`src/rtl/riesgos_pkg.sv`:
```
// Shared types and constants for the pipeline hazard controller.
package riesgos_pkg;

    typedef enum logic [1:0] {
        RUN,
        STALL_LOAD,
        WAIT_MEM,
        FLUSH
    } estado_t;

    localparam int REG_AW = 4;

    // Instruction word injected into Decode->Execute while NOP_Mux is high (addi x0,x0,0)
    localparam logic [31:0] NOP_INSTR = 32'h0000_0013;

    typedef struct packed {
        logic pc_en;
        logic f_en;
        logic d_en;
        logic x_en;
        logic nop_mux;
        logic flush;
    } ctrl_t;

    localparam ctrl_t CTRL_RUN    = '{pc_en: 1'b1, f_en: 1'b1, d_en: 1'b1, x_en: 1'b1, nop_mux: 1'b0, flush: 1'b0};
    localparam ctrl_t CTRL_FREEZE = '{pc_en: 1'b0, f_en: 1'b0, d_en: 1'b0, x_en: 1'b0, nop_mux: 1'b0, flush: 1'b0};
    localparam ctrl_t CTRL_STALL  = '{pc_en: 1'b0, f_en: 1'b0, d_en: 1'b1, x_en: 1'b1, nop_mux: 1'b1, flush: 1'b0};
    localparam ctrl_t CTRL_BRANCH = '{pc_en: 1'b1, f_en: 1'b1, d_en: 1'b1, x_en: 1'b1, nop_mux: 1'b0, flush: 1'b1};
    localparam ctrl_t CTRL_RESET  = '{pc_en: 1'b0, f_en: 1'b0, d_en: 1'b0, x_en: 1'b0, nop_mux: 1'b1, flush: 1'b0};

endpackage

```
`src/rtl/control_riesgos_if.sv`:
```
// Pipeline-side bundle of the hazard controller: hazard sources in, enables and controls out.
interface control_riesgos_if;
    import riesgos_pkg::*;

    logic [REG_AW-1:0] Ra_F_Exe;
    logic              RE_A_F_Exe;
    logic [REG_AW-1:0] Rb_F_Exe;
    logic              RE_B_F_Exe;
    logic [REG_AW-1:0] Robj_Reg_Exe;
    logic              mem_RE_Reg_Exe;
    logic              mem_req;
    logic              mem_ack;
    logic              branch_taken;
    logic              PC_EN;
    logic              F_Reg_EN;
    logic              D_Reg_EN;
    logic              X_Reg_EN;
    logic              NOP_Mux;
    logic              flush;
    logic              mem_timeout;

    modport master (
        output Ra_F_Exe, RE_A_F_Exe, Rb_F_Exe, RE_B_F_Exe, Robj_Reg_Exe, mem_RE_Reg_Exe,
        output mem_req, mem_ack, branch_taken,
        input  PC_EN, F_Reg_EN, D_Reg_EN, X_Reg_EN, NOP_Mux, flush, mem_timeout
    );

    modport slave (
        input  Ra_F_Exe, RE_A_F_Exe, Rb_F_Exe, RE_B_F_Exe, Robj_Reg_Exe, mem_RE_Reg_Exe,
        input  mem_req, mem_ack, branch_taken,
        output PC_EN, F_Reg_EN, D_Reg_EN, X_Reg_EN, NOP_Mux, flush, mem_timeout
    );

endinterface

```
`src/rtl/comparador_riesgo.sv`:
```
// Combinational load-use compare between the Decode sources and the load destination in Execute.
module comparador_riesgo
    import riesgos_pkg::*;
(
    input  logic [REG_AW-1:0] ra,
    input  logic              re_a,
    input  logic [REG_AW-1:0] rb,
    input  logic              re_b,
    input  logic [REG_AW-1:0] robj,
    input  logic              mem_re,
    output logic              hazard
);

    assign hazard = mem_re && ((re_a && (ra == robj)) || (re_b && (rb == robj)));

endmodule

```
`src/rtl/control_riesgos.sv`:
```
// Pipeline hazard/stall controller: load-use bubbles, memory waits and branch flushes.
// Optional memory-wait timeout is built when RIESGO_TIMEOUT_EN is defined.
module control_riesgos
    import riesgos_pkg::*;
#(
    parameter int LOAD_LAT = 1,
    parameter int MAX_WAIT = 15
) (
    input logic               clk,
    input logic               rst,
    control_riesgos_if.slave  bus
);

    if (LOAD_LAT < 1 || LOAD_LAT > 3 || MAX_WAIT < 1 || MAX_WAIT > 255) begin : g_param_check
        $error("control_riesgos: LOAD_LAT or MAX_WAIT out of range");
    end

    estado_t    state, state_next;
    logic [1:0] stall_cnt, stall_cnt_next;
    logic       hazard;
    logic       mem_wait;
    ctrl_t      ctrl;

    comparador_riesgo u_comparador (
        .ra     (bus.Ra_F_Exe),
        .re_a   (bus.RE_A_F_Exe),
        .rb     (bus.Rb_F_Exe),
        .re_b   (bus.RE_B_F_Exe),
        .robj   (bus.Robj_Reg_Exe),
        .mem_re (bus.mem_RE_Reg_Exe),
        .hazard (hazard)
    );

    assign mem_wait = bus.mem_req && !bus.mem_ack;

`ifdef RIESGO_TIMEOUT_EN
    logic [7:0] wait_cnt, wait_cnt_next;
    logic       timeout_q, timeout_set;

    always_ff @(posedge clk or posedge rst) begin
        if (rst) begin
            wait_cnt  <= 8'd0;
            timeout_q <= 1'b0;
        end else begin
            wait_cnt <= wait_cnt_next;
            if (timeout_set) begin
                timeout_q <= 1'b1;
            end
        end
    end

    assign bus.mem_timeout = timeout_q;
`else
    assign bus.mem_timeout = 1'b0;
`endif

    always_ff @(posedge clk or posedge rst) begin
        if (rst) begin
            state     <= RUN;
            stall_cnt <= 2'd0;
        end else begin
            state     <= state_next;
            stall_cnt <= stall_cnt_next;
        end
    end

    always_comb begin
        state_next     = state;
        stall_cnt_next = stall_cnt;
        ctrl           = CTRL_RUN;
`ifdef RIESGO_TIMEOUT_EN
        wait_cnt_next  = wait_cnt;
        timeout_set    = 1'b0;
`endif
        case (state)
            RUN: begin
                if (mem_wait) begin
                    ctrl       = CTRL_FREEZE;
                    state_next = WAIT_MEM;
`ifdef RIESGO_TIMEOUT_EN
                    wait_cnt_next = 8'd1;
`endif
                end else if (bus.branch_taken) begin
                    ctrl       = CTRL_BRANCH;
                    state_next = FLUSH;
                end else if (hazard) begin
                    ctrl = CTRL_STALL;
                    if (LOAD_LAT > 1) begin
                        state_next     = STALL_LOAD;
                        stall_cnt_next = 2'(LOAD_LAT - 1);
                    end
                end
            end
            STALL_LOAD: begin
                // A memory wait abandons whatever bubble cycles remain
                if (mem_wait) begin
                    ctrl           = CTRL_FREEZE;
                    state_next     = WAIT_MEM;
                    stall_cnt_next = 2'd0;
`ifdef RIESGO_TIMEOUT_EN
                    wait_cnt_next  = 8'd1;
`endif
                end else begin
                    ctrl = CTRL_STALL;
                    if (stall_cnt == 2'd1) begin
                        state_next     = RUN;
                        stall_cnt_next = 2'd0;
                    end else begin
                        stall_cnt_next = stall_cnt - 2'd1;
                    end
                end
            end
            WAIT_MEM: begin
                if (bus.mem_ack) begin
                    ctrl       = CTRL_RUN;
                    state_next = RUN;
`ifdef RIESGO_TIMEOUT_EN
                    wait_cnt_next = 8'd0;
`endif
                end else begin
                    ctrl = CTRL_FREEZE;
`ifdef RIESGO_TIMEOUT_EN
                    if (wait_cnt == 8'(MAX_WAIT)) begin
                        timeout_set   = 1'b1;
                        state_next    = RUN;
                        wait_cnt_next = 8'd0;
                    end else begin
                        wait_cnt_next = wait_cnt + 8'd1;
                    end
`endif
                end
            end
            FLUSH: begin
                // Decode holds a squashed slot, so its hazard is not acted on
                if (mem_wait) begin
                    ctrl       = CTRL_FREEZE;
                    state_next = WAIT_MEM;
`ifdef RIESGO_TIMEOUT_EN
                    wait_cnt_next = 8'd1;
`endif
                end else begin
                    ctrl       = CTRL_RUN;
                    state_next = RUN;
                end
            end
            default: begin
                state_next = RUN;
            end
        endcase

        if (rst) begin
            ctrl = CTRL_RESET;
        end
    end

    assign bus.PC_EN    = ctrl.pc_en;
    assign bus.F_Reg_EN = ctrl.f_en;
    assign bus.D_Reg_EN = ctrl.d_en;
    assign bus.X_Reg_EN = ctrl.x_en;
    assign bus.NOP_Mux  = ctrl.nop_mux;
    assign bus.flush    = ctrl.flush;

endmodule

```
`src/flat_wrapper.sv`:
```
// flat-port wrapper written by rule: the top's interface ports become plain ports
module control_riesgos_flat import riesgos_pkg::*;
#(
    parameter int LOAD_LAT = 1,
    parameter int MAX_WAIT = 15
)
  (clk, rst, bus_Ra_F_Exe, bus_RE_A_F_Exe, bus_Rb_F_Exe, bus_RE_B_F_Exe, bus_Robj_Reg_Exe, bus_mem_RE_Reg_Exe, bus_mem_req, bus_mem_ack, bus_branch_taken, bus_PC_EN, bus_F_Reg_EN, bus_D_Reg_EN, bus_X_Reg_EN, bus_NOP_Mux, bus_flush, bus_mem_timeout);
  control_riesgos_if bus_i ();
  input logic clk;
  input logic rst;
  input wire logic [$bits(bus_i.Ra_F_Exe)-1:0] bus_Ra_F_Exe;
  input wire logic [$bits(bus_i.RE_A_F_Exe)-1:0] bus_RE_A_F_Exe;
  input wire logic [$bits(bus_i.Rb_F_Exe)-1:0] bus_Rb_F_Exe;
  input wire logic [$bits(bus_i.RE_B_F_Exe)-1:0] bus_RE_B_F_Exe;
  input wire logic [$bits(bus_i.Robj_Reg_Exe)-1:0] bus_Robj_Reg_Exe;
  input wire logic [$bits(bus_i.mem_RE_Reg_Exe)-1:0] bus_mem_RE_Reg_Exe;
  input wire logic [$bits(bus_i.mem_req)-1:0] bus_mem_req;
  input wire logic [$bits(bus_i.mem_ack)-1:0] bus_mem_ack;
  input wire logic [$bits(bus_i.branch_taken)-1:0] bus_branch_taken;
  output wire logic [$bits(bus_i.PC_EN)-1:0] bus_PC_EN;
  output wire logic [$bits(bus_i.F_Reg_EN)-1:0] bus_F_Reg_EN;
  output wire logic [$bits(bus_i.D_Reg_EN)-1:0] bus_D_Reg_EN;
  output wire logic [$bits(bus_i.X_Reg_EN)-1:0] bus_X_Reg_EN;
  output wire logic [$bits(bus_i.NOP_Mux)-1:0] bus_NOP_Mux;
  output wire logic [$bits(bus_i.flush)-1:0] bus_flush;
  output wire logic [$bits(bus_i.mem_timeout)-1:0] bus_mem_timeout;
  assign bus_i.Ra_F_Exe = bus_Ra_F_Exe;
  assign bus_i.RE_A_F_Exe = bus_RE_A_F_Exe;
  assign bus_i.Rb_F_Exe = bus_Rb_F_Exe;
  assign bus_i.RE_B_F_Exe = bus_RE_B_F_Exe;
  assign bus_i.Robj_Reg_Exe = bus_Robj_Reg_Exe;
  assign bus_i.mem_RE_Reg_Exe = bus_mem_RE_Reg_Exe;
  assign bus_i.mem_req = bus_mem_req;
  assign bus_i.mem_ack = bus_mem_ack;
  assign bus_i.branch_taken = bus_branch_taken;
  assign bus_PC_EN = bus_i.PC_EN;
  assign bus_F_Reg_EN = bus_i.F_Reg_EN;
  assign bus_D_Reg_EN = bus_i.D_Reg_EN;
  assign bus_X_Reg_EN = bus_i.X_Reg_EN;
  assign bus_NOP_Mux = bus_i.NOP_Mux;
  assign bus_flush = bus_i.flush;
  assign bus_mem_timeout = bus_i.mem_timeout;
  control_riesgos #(.LOAD_LAT(LOAD_LAT), .MAX_WAIT(MAX_WAIT)) u_core (.clk(clk), .rst(rst), .bus(bus_i));
endmodule
```
`config.mk`:
```
export PLATFORM = sky130hd
export DESIGN_NAME = control_riesgos_flat
export DESIGN_NICKNAME = d
export VERILOG_FILES = /design/src/rtl/riesgos_pkg.sv /design/src/rtl/control_riesgos_if.sv /design/src/rtl/comparador_riesgo.sv /design/src/rtl/control_riesgos.sv /design/src/flat_wrapper.sv
export SDC_FILE = /design/constraint.sdc
export NUM_CORES = 1
export LEC_CHECK = 0
export CAP_MARGIN = 20
export CORE_AREA = 4 4 41 43
export DETAILED_ROUTE_END_ITERATION = 10
export DIE_AREA = 0 0 45 47
export HOLD_SLACK_MARGIN = 0.02
export PLACE_DENSITY_LB_ADDON = 0.1
export SYNTH_ARGS = -nofsm -noshare
export SYNTH_HDL_FRONTEND = slang
export SYNTH_SLANG_ARGS = --single-unit
```
`constraint.sdc`:
```
create_clock -name clk -period 2.1 [get_ports clk]
set_input_delay 0.63 -clock clk [delete_from_list [all_inputs] [get_ports clk]]
set_output_delay 0.63 -clock clk [all_outputs]
set_load 0.02 [all_outputs]
```
---- After elaboration in Yosys (flattened, before gate mapping) ----
Index checks and enable logic that the tools add are counted.
word-level totals
  memory bits (read-only) ................. 0
  bits in latches ......................... 0
  bits in registers ....................... 4
  RAM bits ................................ 0
  word-level logic and storage cells ...... 37
  memories ................................ 0
  output and inout port bits .............. 7
cells by class
  $add $sub $neg .......................... 1
  reductions and logical operators ........ 8
  order comparisons ....................... 0
  bitwise logic cells ..................... 0
  muxes and demuxes ....................... 17
  shift-type cells ........................ 0
  multipliers ............................. 0
  divide/modulo/power cells ............... 0
  equal/unequal tests ..................... 9
operators with widths
  cell                                                                number
  6-bit two-way mux                                                   6
  6-bit case mux with 4 select lines                                  1
  2-bit two-way mux                                                   8
  4-bit == test                                                       2
  2-bit case mux with 4 select lines                                  1
  2-bit by 1-bit == test with 1-bit output, second input constant     2
  2-bit == test, second input constant                                2
  1-bit logical AND                                                   4
  4-bit two-way mux                                                   1
  3-bit by 1-bit != test with 1-bit output, second input constant     1
  3-bit by 2-bit != test with 1-bit output, second input constant     1
  3-bit AND reduction                                                 1
  2-bit logical NOT                                                   1
  2-bit != test, second input constant                                1
  2-bit by 1-bit subtractor with 2-bit output, second input constant  1
  1-bit logical NOT                                                   1
  1-bit logical OR                                                    1

---- Longest topological paths before layout ----
Gate-level depths: netlist of the first run.
  depth after elaboration ................. 9
  mapped depth ............................ 5

---- Modules after synthesis ----
Synthesis of the first run repeated with hierarchy kept, for this count alone.
unflattened totals
  cells, all modules ...................... 43
  area total of the unflattened synthesis .. 391.6 µm²
by module, submodules not included
  module             seq. area each (µm²)  cells each  area each (µm²)  instances
  control_riesgos    100.1                 31          289.0            1
  comparador_riesgo  0.0                   12          102.6            1

---- Worst setup path before layout of the first run ----
No wires, ideal clock.
  path kind ............................... input to output
  from .................................... in bus_mem_req
  to ...................................... out bus_PC_EN
  arrival ................................. 1.513 ns
  stages on the path ...................... 5
  path slack .............................. -0.043 ns
  required time ........................... 1.470 ns
  path buffers ............................ 1
  path through ............................ nor2b_1 nor4_1 nand2b_1 o211a_1 buf_4
between the ends
  longest elaborated chain between the ends .. 4
  elaborated cells on any way between the ends .. 5
  classes of those cells .................. 4 x mux; 1 x reduce/logical
ends and longest elaborated chain
  what                                         RTL line                                       source
  start, declared                              flat_wrapper.sv:17                             input wire logic [$bits(bus_i.mem_req)-1:0] bus_mem_req;
  1-bit logical AND *                          control_riesgos.sv:34                          assign mem_wait = bus.mem_req && !bus.mem_ack;
  6-bit two-way mux, on equally long branches  control_riesgos.sv:135, control_riesgos.sv:77
  6-bit case mux with 4 select lines *         control_riesgos.sv:75                          case (state)
  6-bit two-way mux *                          control_riesgos.sv:151                         if (rst) begin
  end, declared                                flat_wrapper.sv:20                             output wire logic [$bits(bus_i.PC_EN)-1:0] bus_PC_EN;
Every way passes the cells marked *; elsewhere a longest branch is shown, timed or not.

---- Final worst setup path of the first run ----
  from .................................... in bus_mem_ack
  to ...................................... out bus_F_Reg_EN
between the ends
  longest elaborated chain between the ends .. 5
  elaborated cells on any way between the ends .. 7
  classes of those cells .................. 5 x mux; 2 x reduce/logical
ends and longest elaborated chain
  what                                         RTL line                                       source
  start, declared                              flat_wrapper.sv:18                             input wire logic [$bits(bus_i.mem_ack)-1:0] bus_mem_ack;
  1-bit logical NOT                            control_riesgos.sv:34
  1-bit logical AND                            control_riesgos.sv:34
  6-bit two-way mux, on equally long branches  control_riesgos.sv:135, control_riesgos.sv:77
  6-bit case mux with 4 select lines *         control_riesgos.sv:75
  6-bit two-way mux *                          control_riesgos.sv:151
  end, declared                                flat_wrapper.sv:21                             output wire logic [$bits(bus_i.F_Reg_EN)-1:0] bus_F_Reg_EN;
Marked as above.

==> results.txt, run 1 <==
Worst EP arrival - 1.54 ns
Crit start category - primary input
Worst skew pair latency - 0.23 ns
Min cycle time layout - 2.17 ns
Syn. warnings - 0
Die H - 47 um
Area delta synth->final - 116%
Final setup TNS - -0.166 ns
CTS max path bufs - 2
Initial Utilization - 0.314
Share of cells above drive strength 1 - 0.604
Nets@finish - 114
Commonest non-fill, non-tap cell in the layout - buf_4
Wire length on met1 - 478 um
Total of max-cap violations - 0
Vias in the first global route - 502
Achievable frequency - 460 MHz
Critical Path Source - bus_mem_ack
Syn Area/Cell - 8.02 um2
Die W - 45 um
Layout filler cell count - 129
Syn_nets - 72
R2r worst-path depth - 4
Commonest cells after routing, fill and taps aside - buf_4, buf_2, buf_6, nor2_1
Reg clk slew, reported paths - 0.04 ns
Total die area - 0.00212 mm2
Status - finished with violations
Antenna diodes - 0
Num rows - 13
Via count - 494
Peak supply drop - 0.516 mV
Worst setup EP type - output port
Crit Reg-Reg Endpoint - u_core.stall_cnt[1]
Largest net degree at the start of global routing - 7
Number of library cell types mapped by synthesis - 23
Final Slew Violations - 0
Met3 routed WL - 99 um
Cells after DPL - 99
Grt ovf - 0
Final setup margin - -0.0729 ns
Number of buffers created by CTS - 3
CTS root buf - clkbuf_4
Clk sink count - 4
HP Class - reg2reg
Multi-input gate area in the final layout - 393 um2
Met2 Wirelength - 712 um
Routed Antenna Nets - 0
Final setup violation count - 3
Vias per cell - 4.66
H-tree levels - 1
Cell count after synthesis - 51
Hold slack - 0.504 ns
Register bit total from synthesis - 4
Reg area - 101 um2
Crit path capture - bus_F_Reg_EN
Antenna violations before repair - 0
First-pass GRT wire length - 2030 um
Violated checks - setup timing
Critical path peak fanout - 3
Non-filler instance count after layout - 106
RD Place Congestion - 0.806
Final hold viol count - 0
Leakage power total - 0.419 nW
First-pass DRT Iterations - 1
R2r startpoint - u_core.state[1]
Sequential share of the synthesized area - 0.245
Reg2reg setup slack - 0.86 ns
PortBufs - 25
Crit share post-route - 1.03
Top routing layer in use - met3
CP required - 1.47 ns
Total GRT Usage - 0.135
Total wire length - 1290 um
Unrepaired setup endpoints after global routing - yes
Post-DR wirelength/cell - 12.2 um
Drt drc - 0
Syn Std Cell Area - 409 um2
CTS tree - yes
Detailed placer's ending HPWL - 941 um
Core Area - 0.00130 mm2
Power Density - 550 mW/mm2
Worst setup path class - in2out
Final Util - 0.680
DRT iter0 DRCs - 0
Final Skew - 0.00199 ns
IO Count - 27
[how the worst min path moves through the flow]
stage                         from                   to  slack, ns  cells after the start
2_1_floorplan                  rst  u_core.stall_cnt[0]       0.41                      1
3_3_place_gp   u_core.stall_cnt[1]  u_core.stall_cnt[1]       0.49                      1
3_5_place_dp   u_core.stall_cnt[1]  u_core.stall_cnt[1]       0.50                      1
4_1_cts                        rst      u_core.state[1]       0.50                      3
5_1_grt        u_core.stall_cnt[1]  u_core.stall_cnt[1]       0.52                      1
6_report       u_core.stall_cnt[0]  u_core.stall_cnt[0]       0.50                      1
[sequential cells by signal (all words and copies together), names as in the netlist]
| name | flops |
|---|---|
| u_core.stall_cnt | 2 |
| u_core.state | 2 |
[per-layer routing]
| metal | track usage | up-vias |
|---|---|---|
| met4 | 0.0702 | 0 |
| met1 | 0.149 | 217 |
| li1 | - | 257 |
| met3 | 0.0383 | 0 |
| met2 | 0.234 | 20 |
| met5 | 0 | - |
[repair_timing]
| item | 4_1_cts | 5_1_grt |
|---|---|---|
| setup buffers | 3 | 1 |
| hold buffers | 0 | 0 |
| endpoints found under the setup margin | 6 | 5 |
| gates cloned | 0 | 0 |
| hold endpoints to repair | 0 | 0 |
| gates resized for setup | 101 | 14 |
| pin swaps | 17 | 10 |
[area by class of cell]
cell class,count,area share
Inverter,3,0.0127
Tap cell,15,0.0212
Timing Repair Buffer,40,0.382
Sequential cell,4,0.115
Multi-Input combinational cell,41,0.444
Clock buffer,3,0.0255
[per-stage QoR]
stage / cell area (um2) / total power [mW] / setup WS [ns]
floorplan: 417 / 0.245 / 0.00796
global placement: 746 / 0.348 / -0.927
detailed placement: 746 / 0.352 / -0.920
CTS: 837 / 0.476 / -0.0701
global route: 885 / 0.537 / -0.110
finish: 885 / 0.487 / -0.0729
[cells in the mapped netlist]
| library cell | count | area [um2] |
|---|---|---|
| nor2_1 | 6 | 22.5 |
| xnor2_1 | 5 | 43.8 |
| dfrtp_1 | 4 | 100 |
| buf_4 | 3 | 22.5 |
| inv_1 | 3 | 11.3 |
| nand3_1 | 3 | 15.0 |
| nor2b_1 | 3 | 18.8 |
| xor2_1 | 3 | 26.3 |
| a21o_1 | 2 | 15.0 |
| a21oi_1 | 2 | 10.0 |
| nand2b_1 | 2 | 12.5 |
| nand4_1 | 2 | 12.5 |
| nor3_1 | 2 | 10.0 |
| nor4_1 | 2 | 12.5 |
| a2111oi_0 | 1 | 8.76 |
| a22o_1 | 1 | 8.76 |
| and2_1 | 1 | 6.26 |
| and3_1 | 1 | 6.26 |
| conb_1 | 1 | 3.75 |
| ha_1 | 1 | 12.5 |
| o211a_1 | 1 | 10.0 |
| o211ai_1 | 1 | 7.51 |
| o211ai_2 | 1 | 12.5 |
[critical path, cell delays in order]
cell,delay (ns)
buf_8,0.10
buf_6,0.11
o211ai_4,0.19
nand4_1,0.13
o211a_4,0.25
buf_6,0.13
[cell families after synthesis]
family | share of synthesized area
xor+xnor | 0.171
fa+ha+maj | 0.0306
other cells | 0.00917
buf+inv | 0.0826
simple gates | 0.284
compound gates | 0.177
flops | 0.245
[where the power goes]
group	internal, mW	leakage, nW	switching [mW]
clock	0.0639	0.0138	0.0312
combinational	0.149	0.356	0.118
sequential	0.104	0.0488	0.0204
(Power assumes the default switching activity.)
==> run 2: changes to the inputs <==
--- a/config.mk
+++ b/config.mk
@@ -14,3 +14,4 @@
 export SYNTH_ARGS = -nofsm -noshare
 export SYNTH_HDL_FRONTEND = slang
 export SYNTH_SLANG_ARGS = --single-unit
+export TNS_END_PERCENT = 10
==> run 2 against run 1 <==
Net effect:
- the run still ends with setup timing left
- global-route usage did not move
- total power is 2.7% lower
- die area did not move
- critical path depth unchanged
- worst hold slack is essentially flat
- critical path type unchanged
==> results.txt, run 2 (synthesis results as in run 1) <==
Post-DR wirelength/cell - 11.7 um (-3.7%)
Commonest cells after routing, fill and taps aside - buf_4, buf_2, buf_6, nor2_1
Cell mode on critical path - buf_6
Placed inst area - 746 um2 (unchanged)
Share of cells above drive strength 1 - 0.578 (-0.0266)
Leakage power total - 0.406 nW (-3.1%)
Combinational Power Share - 0.542 (-0.008)
Slowest stage delay, CP - 0.25 ns (about the same)
Largest net degree at the start of global routing - 7 (unchanged)
Internal - 0.309 mW (-2.6%)
Final Skew - 0.00217 ns (+0.000179 ns)
Non-Filler Cell Area, Final - 846 um2 (-4.4%)
Sw frac - 0.348 (-0.000666)
Vias in the first global route - 502 (unchanged)
Layout filler cell count - 130 (+0.78%)
Final hold viol count - 0 (unchanged)
Power Density - 560 mW/mm2 (+1.8%)
Hold slack - 0.504 ns (-0.0000560 ns)
First-pass DRT Iterations - 3 (+2)
First-pass GRT wire length - 2030 um (unchanged)
HP Class - reg2reg
Final Slew Violations - 0 (unchanged)
Die H - 47 um (unchanged)
Vias per cell - 4.75 (+2.0%)
Crit share post-route - 1.03 (about the same)
Worst skew pair latency - 0.23 ns (about the same)
Achievable frequency - 461 MHz (about the same)
Routed Antenna Nets - 0 (unchanged)
Largest regs - u_core.stall_cnt x2, u_core.state x2
Violated checks - setup timing
DRT iter0 DRCs - 3 (+3)
Crit path cell chain - buf_8 > buf_6 > o211ai_4 > nand4_1 > o211a_4 > buf_6
Nets@finish - 113 (-0.88%)
Antenna violations before repair - 0 (unchanged)
Die W - 45 um (unchanged)
Sequential power share - 0.258 (+0.003)
Number of buffers created by CTS - 3 (unchanged)
Initial Utilization - 0.314 (unchanged)
Num rows - 13 (unchanged)
Final Util - 0.650 (-0.0298)
Total of max-cap violations - 0 (unchanged)
Min cycle time layout - 2.17 ns (-0.00162 ns)
Clk sink count - 4 (unchanged)
Final setup violation count - 3 (unchanged)
Reg clk slew, reported paths - 0.04 ns (about the same)
Area delta synth->final - 107%
CTS root buf - clkbuf_4
Critical Path Source - bus_mem_ack
PortBufs - 25 (unchanged)
CTS max path bufs - 2 (unchanged)
Status - finished with violations
CP required - 1.47 ns (about the same)
Total GRT Usage - 0.135 (unchanged)
Worst setup path class - in2out
RD Place Congestion - 0.806 (unchanged)
H-tree levels - 1 (unchanged)
Via count - 499 (+1.0%)
Unrepaired setup endpoints after global routing - yes
Post-placement setup slack - -0.920 ns (unchanged)
Worst setup EP type - output port
Final setup margin - -0.0713 ns (+0.00162 ns)
CTS tree - yes
CTS Hold Bufs - 0 (unchanged)
Antenna diodes - 0 (unchanged)
Worst EP arrival - 1.54 ns (about the same)
Crit start category - primary input
IO Count - 27 (unchanged)
Detailed placer's ending HPWL - 941 um (unchanged)
Slowest-stage cell, CP - o211a_4
Peak supply drop - 0.481 mV (-6.8%)
Total wire length - 1230 um (-4.6%)
NetSw - 0.165 mW (-2.9%)
Drt drc - 0 (unchanged)
Hold_sp - u_core.stall_cnt[0]
Total die area - 0.00212 mm2 (unchanged)
Commonest non-fill, non-tap cell in the layout - buf_4
Critical path peak fanout - 3 (unchanged)
Core Area - 0.00130 mm2 (unchanged)
Grt ovf - 0 (unchanged)
Clock power frac - 0.201 (+0.006)
R2r startpoint - u_core.state[1]
-- run 2: path summary, 6_finish.rpt --
kind | end | slack (ns) | depth (start not counted)
worst max-delay path | bus_F_Reg_EN | -0.07 | 6
worst min-delay path | u_core.stall_cnt[0] | 0.50 | 1
worst max register to register | u_core.stall_cnt[1] | 0.86 | 4
worst min register to register | u_core.stall_cnt[0] | 0.50 | 1
max in group asynchronous | u_core.stall_cnt[0] | 1.46 | 3
min in group asynchronous | u_core.state[1] | 0.53 | 3
-- run 2: critical path: cells and delay by family --
| kind | cells | cell delay, ns |
|---|---|---|
| compound gates | 2 | 0.44 |
| buf+inv | 3 | 0.34 |
| simple gates | 1 | 0.13 |
-- run 2: metrics by stage --
step	total power [mW]	instances	setup TNS [ns]
3_5_place_dp	0.352	99	-4.54
4_1_cts	0.476	105	-0.159
5_1_grt	0.523	105	-0.321
3_3_place_gp	0.348	99	-4.52
6_report	0.474	105	-0.164
2_1_floorplan	0.245	51	0
-- run 2: power by group through the flow --
stage / Clock, mW / Combinational (mW) / Sequential (mW)
after floorplan: 0 / 0.122 / 0.123
after global placement: 0 / 0.228 / 0.120
after detailed placement: 0 / 0.231 / 0.121
after CTS: 0.101 / 0.254 / 0.121
after global routing: 0.114 / 0.285 / 0.124
final: 0.0950 / 0.256 / 0.122
-- run 2: layout make-up --
class / instances / area (um2) / share of cell area
repair buffers: 39 / 314 / 0.371
multi-input cells: 41 / 379 / 0.448
well taps: 15 / 18.8 / 0.0222
inverters: 3 / 11.3 / 0.0133
clock buffers: 3 / 22.5 / 0.0266
flip-flops and latches: 4 / 100 / 0.118
-- run 2: what timing repair did --
action / CTS / global route
resized for setup: 101 / 6
pin swaps: 17 / 3
gates cloned: 0 / 0
endpoints found under the setup margin: 6 / 5
hold endpoints to repair: 0 / 0
setup buffers: 3 / 0
-- run 2: layer usage --
layer / vias to the layer above / wire length [um] / GRT usage
met2: 18 / 660 / 0.234
met5: - / 0 / 0
met4: 0 / 0 / 0.0702
li1: 256 / - / -
met3: 0 / 87 / 0.0383
met1: 225 / 483 / 0.149
==> run 3: changes to the inputs <==
==> constraint.sdc (replaced) <==
create_clock -name clk -period 2.3 [get_ports clk]
set_input_delay 0.69 -clock clk [delete_from_list [all_inputs] [get_ports clk]]
set_output_delay 0.69 -clock clk [all_outputs]
set_load 0.02 [all_outputs]
==> run 3 against run 2 <==
Net effect:
- the run still ends with setup timing left
- routed wire length decreased by 0.32%
- sequential share of layout area rose by 0.16 points
- die area unchanged
- non-clock buffer count shrank 1
- clock power fell by 11%
- clock-buffer cell count unchanged
- final cell count decreased by 0.95%
- largest cell class unchanged
==> results.txt, run 3 (synthesis results as in run 1) <==
Final Util - 0.641 (-0.00865)
Final Slew Violations - 0 (unchanged)
Largest net degree at the start of global routing - 6 (-1)
Final setup violation count - 1 (-2)
Peak supply drop - 0.493 mV (+2.6%)
Final setup TNS - -0.00356 ns (+0.161 ns)
Vias per cell - 4.79 (+0.76%)
Critical path peak fanout - 4 (+1)
Final Skew - 0.00473 ns (+0.00256 ns)
Top delay family on crit path - simple AND/OR/NAND/NOR gates
Post-placement setup slack - -0.862 ns (+0.0585 ns)
CTS tree - yes
Non-Filler Cell Area, Final - 835 um2 (-1.3%)
Cells after DPL - 100 (+1.0%)
Total die area - 0.00212 mm2 (unchanged)
Min cycle time layout - 2.30 ns
Commonest non-fill, non-tap cell in the layout - buf_4
HP Class - reg2reg
Drt drc - 0 (unchanged)
Area delta synth->final - 104%
IO Count - 27 (unchanged)
CP Buf/Inv Count - 2 (-1)
First-pass GRT wire length - 1990 um (-1.7%)
RD Place Congestion - 0.726 (-10%)
CTS root buf - clkbuf_4
Num rows - 13 (unchanged)
Routed Antenna Nets - 0 (unchanged)
Commonest cells after routing, fill and taps aside - buf_4, buf_6, nor2_1, buf_2, dlygate4sd2_1
Largest regs - u_core.stall_cnt x2, u_core.state x2
Hold_sp - u_core.stall_cnt[1]
Grt ovf - 0 (unchanged)
Share of cells above drive strength 1 - 0.517 (-0.0609)
H-tree levels - 1 (unchanged)
Non-filler instance count after layout - 104 (-0.95%)
Via count - 498 (-0.20%)
Crit path cell chain - buf_6 > nor2b_2 > nor3_2 > nand4_1 > o211ai_1 > buf_4
Slowest stage delay, CP - 0.19 ns (-0.06 ns)
Slowest-stage cell, CP - nor2b_2
Vias in the first global route - 509 (+1.4%)
Die W - 45 um (unchanged)
Crit start category - primary input
Final hold viol count - 0 (unchanged)
Worst skew pair latency - 0.23 ns (about the same)
Total of max-cap violations - 0 (unchanged)
Hold slack - 0.501 ns (-0.00310 ns)
Power Density - 505 mW/mm2 (-9.8%)
Detailed placer's ending HPWL - 983 um (+4.5%)
Final setup margin - -0.00356 ns (+0.0677 ns)
Initial Utilization - 0.314 (unchanged)
Unrepaired setup endpoints after global routing - yes
Endpoint, Worst Hold - u_core.stall_cnt[1]
Worst EP arrival - 1.61 ns (+0.07 ns)
Violated checks - setup timing
First-pass DRT Iterations - 4 (+1)
Crit share post-route - 1.00
Antenna violations before repair - 0 (unchanged)
Reg2reg setup slack - 1.13 ns (+0.27 ns)
Post-DR wirelength/cell - 11.8 um (+0.63%)
Crit Reg-Reg Endpoint - u_core.stall_cnt[1]
Total GRT Usage - 0.129 (-0.00555)
Achievable frequency - 434 MHz
CTS max path bufs - 2 (unchanged)
Worst Hold Path Cells - 1 (unchanged)
CP required - 1.61 ns (+0.14 ns)
Clk sink count - 4 (unchanged)
Status - finished with violations
Nets@finish - 112 (-0.88%)
R2r startpoint - u_core.state[0]
Placed inst area - 746 um2 (unchanged)
Worst setup EP type - output port
Post-layout power - 0.421 mW (-11%)
Core Area - 0.00130 mm2 (unchanged)
R2r worst-path depth - 5 (+1)
PortBufs - 25 (unchanged)
Worst setup path class - in2out
Antenna diodes - 0 (unchanged)
DRT iter0 DRCs - 6 (+3)
Number of buffers created by CTS - 3 (unchanged)
Leakage power total - 0.403 nW (-0.71%)
Reg clk slew, reported paths - 0.03 ns (about the same)
Total wire length - 1230 um (-0.32%)
Die H - 47 um (unchanged)
==> run 3: power breakdown <==
group | total (mW) | switching [mW] | leakage [nW] | internal (mW)
registers | 0.118 | 0.0245 | 0.0497 | 0.0938
logic | 0.218 | 0.0964 | 0.339 | 0.122
clock network | 0.0847 | 0.0265 | 0.0138 | 0.0582
total | 0.421 | 0.147 | 0.403 | 0.274
==> run 3: worst reg2reg max path, cell delays in order (launching register included) <==
cell and delay, ns:
dfrtp_1 0.43, buf_4 0.17, nand2b_1 0.08, nor2_1 0.06
buf_4 0.14, a22o_1 0.17
==> run 3: worst max-delay path by stage <==
stage	from	to	cells after the start
2_1_floorplan	bus_mem_req	bus_PC_EN	5
3_3_place_gp	bus_mem_req	bus_NOP_Mux	6
3_5_place_dp	bus_mem_req	bus_NOP_Mux	6
4_1_cts	bus_mem_req	bus_F_Reg_EN	7
5_1_grt	bus_mem_ack	bus_F_Reg_EN	6
6_report	bus_mem_req	bus_NOP_Mux	6
==> run 3: repair_timing <==
| action | in CTS | in global routing |
|---|---|---|
| pin swaps | 15 | 3 |
| gates resized for setup | 90 | 7 |
| setup endpoints to repair | 6 | 5 |
| setup buffers | 1 | 0 |
| hold buffers | 0 | 0 |
==> run 3: final cells by class <==
cell class	instances	area, um2
Tap cell	15	18.8
Sequential cell	4	100
Timing Repair Buffer	38	315
Multi-Input combinational cell	41	367
Fill cell	127	467
Clock buffer	3	22.5
Inverter	3	11.3
==> run 3: per-layer routing <==
metal | share of wire | up-vias | routed length (um) | global-route usage
li1 | - | 251 | - | -
met1 | 0.42 | 226 | 513 | 0.156
met2 | 0.50 | 19 | 612 | 0.218
met3 | 0.076 | 2 | 93 | 0.0460
met4 | 0.0057 | 0 | 7 | 0.0351
met5 | 0 | - | 0 | 0
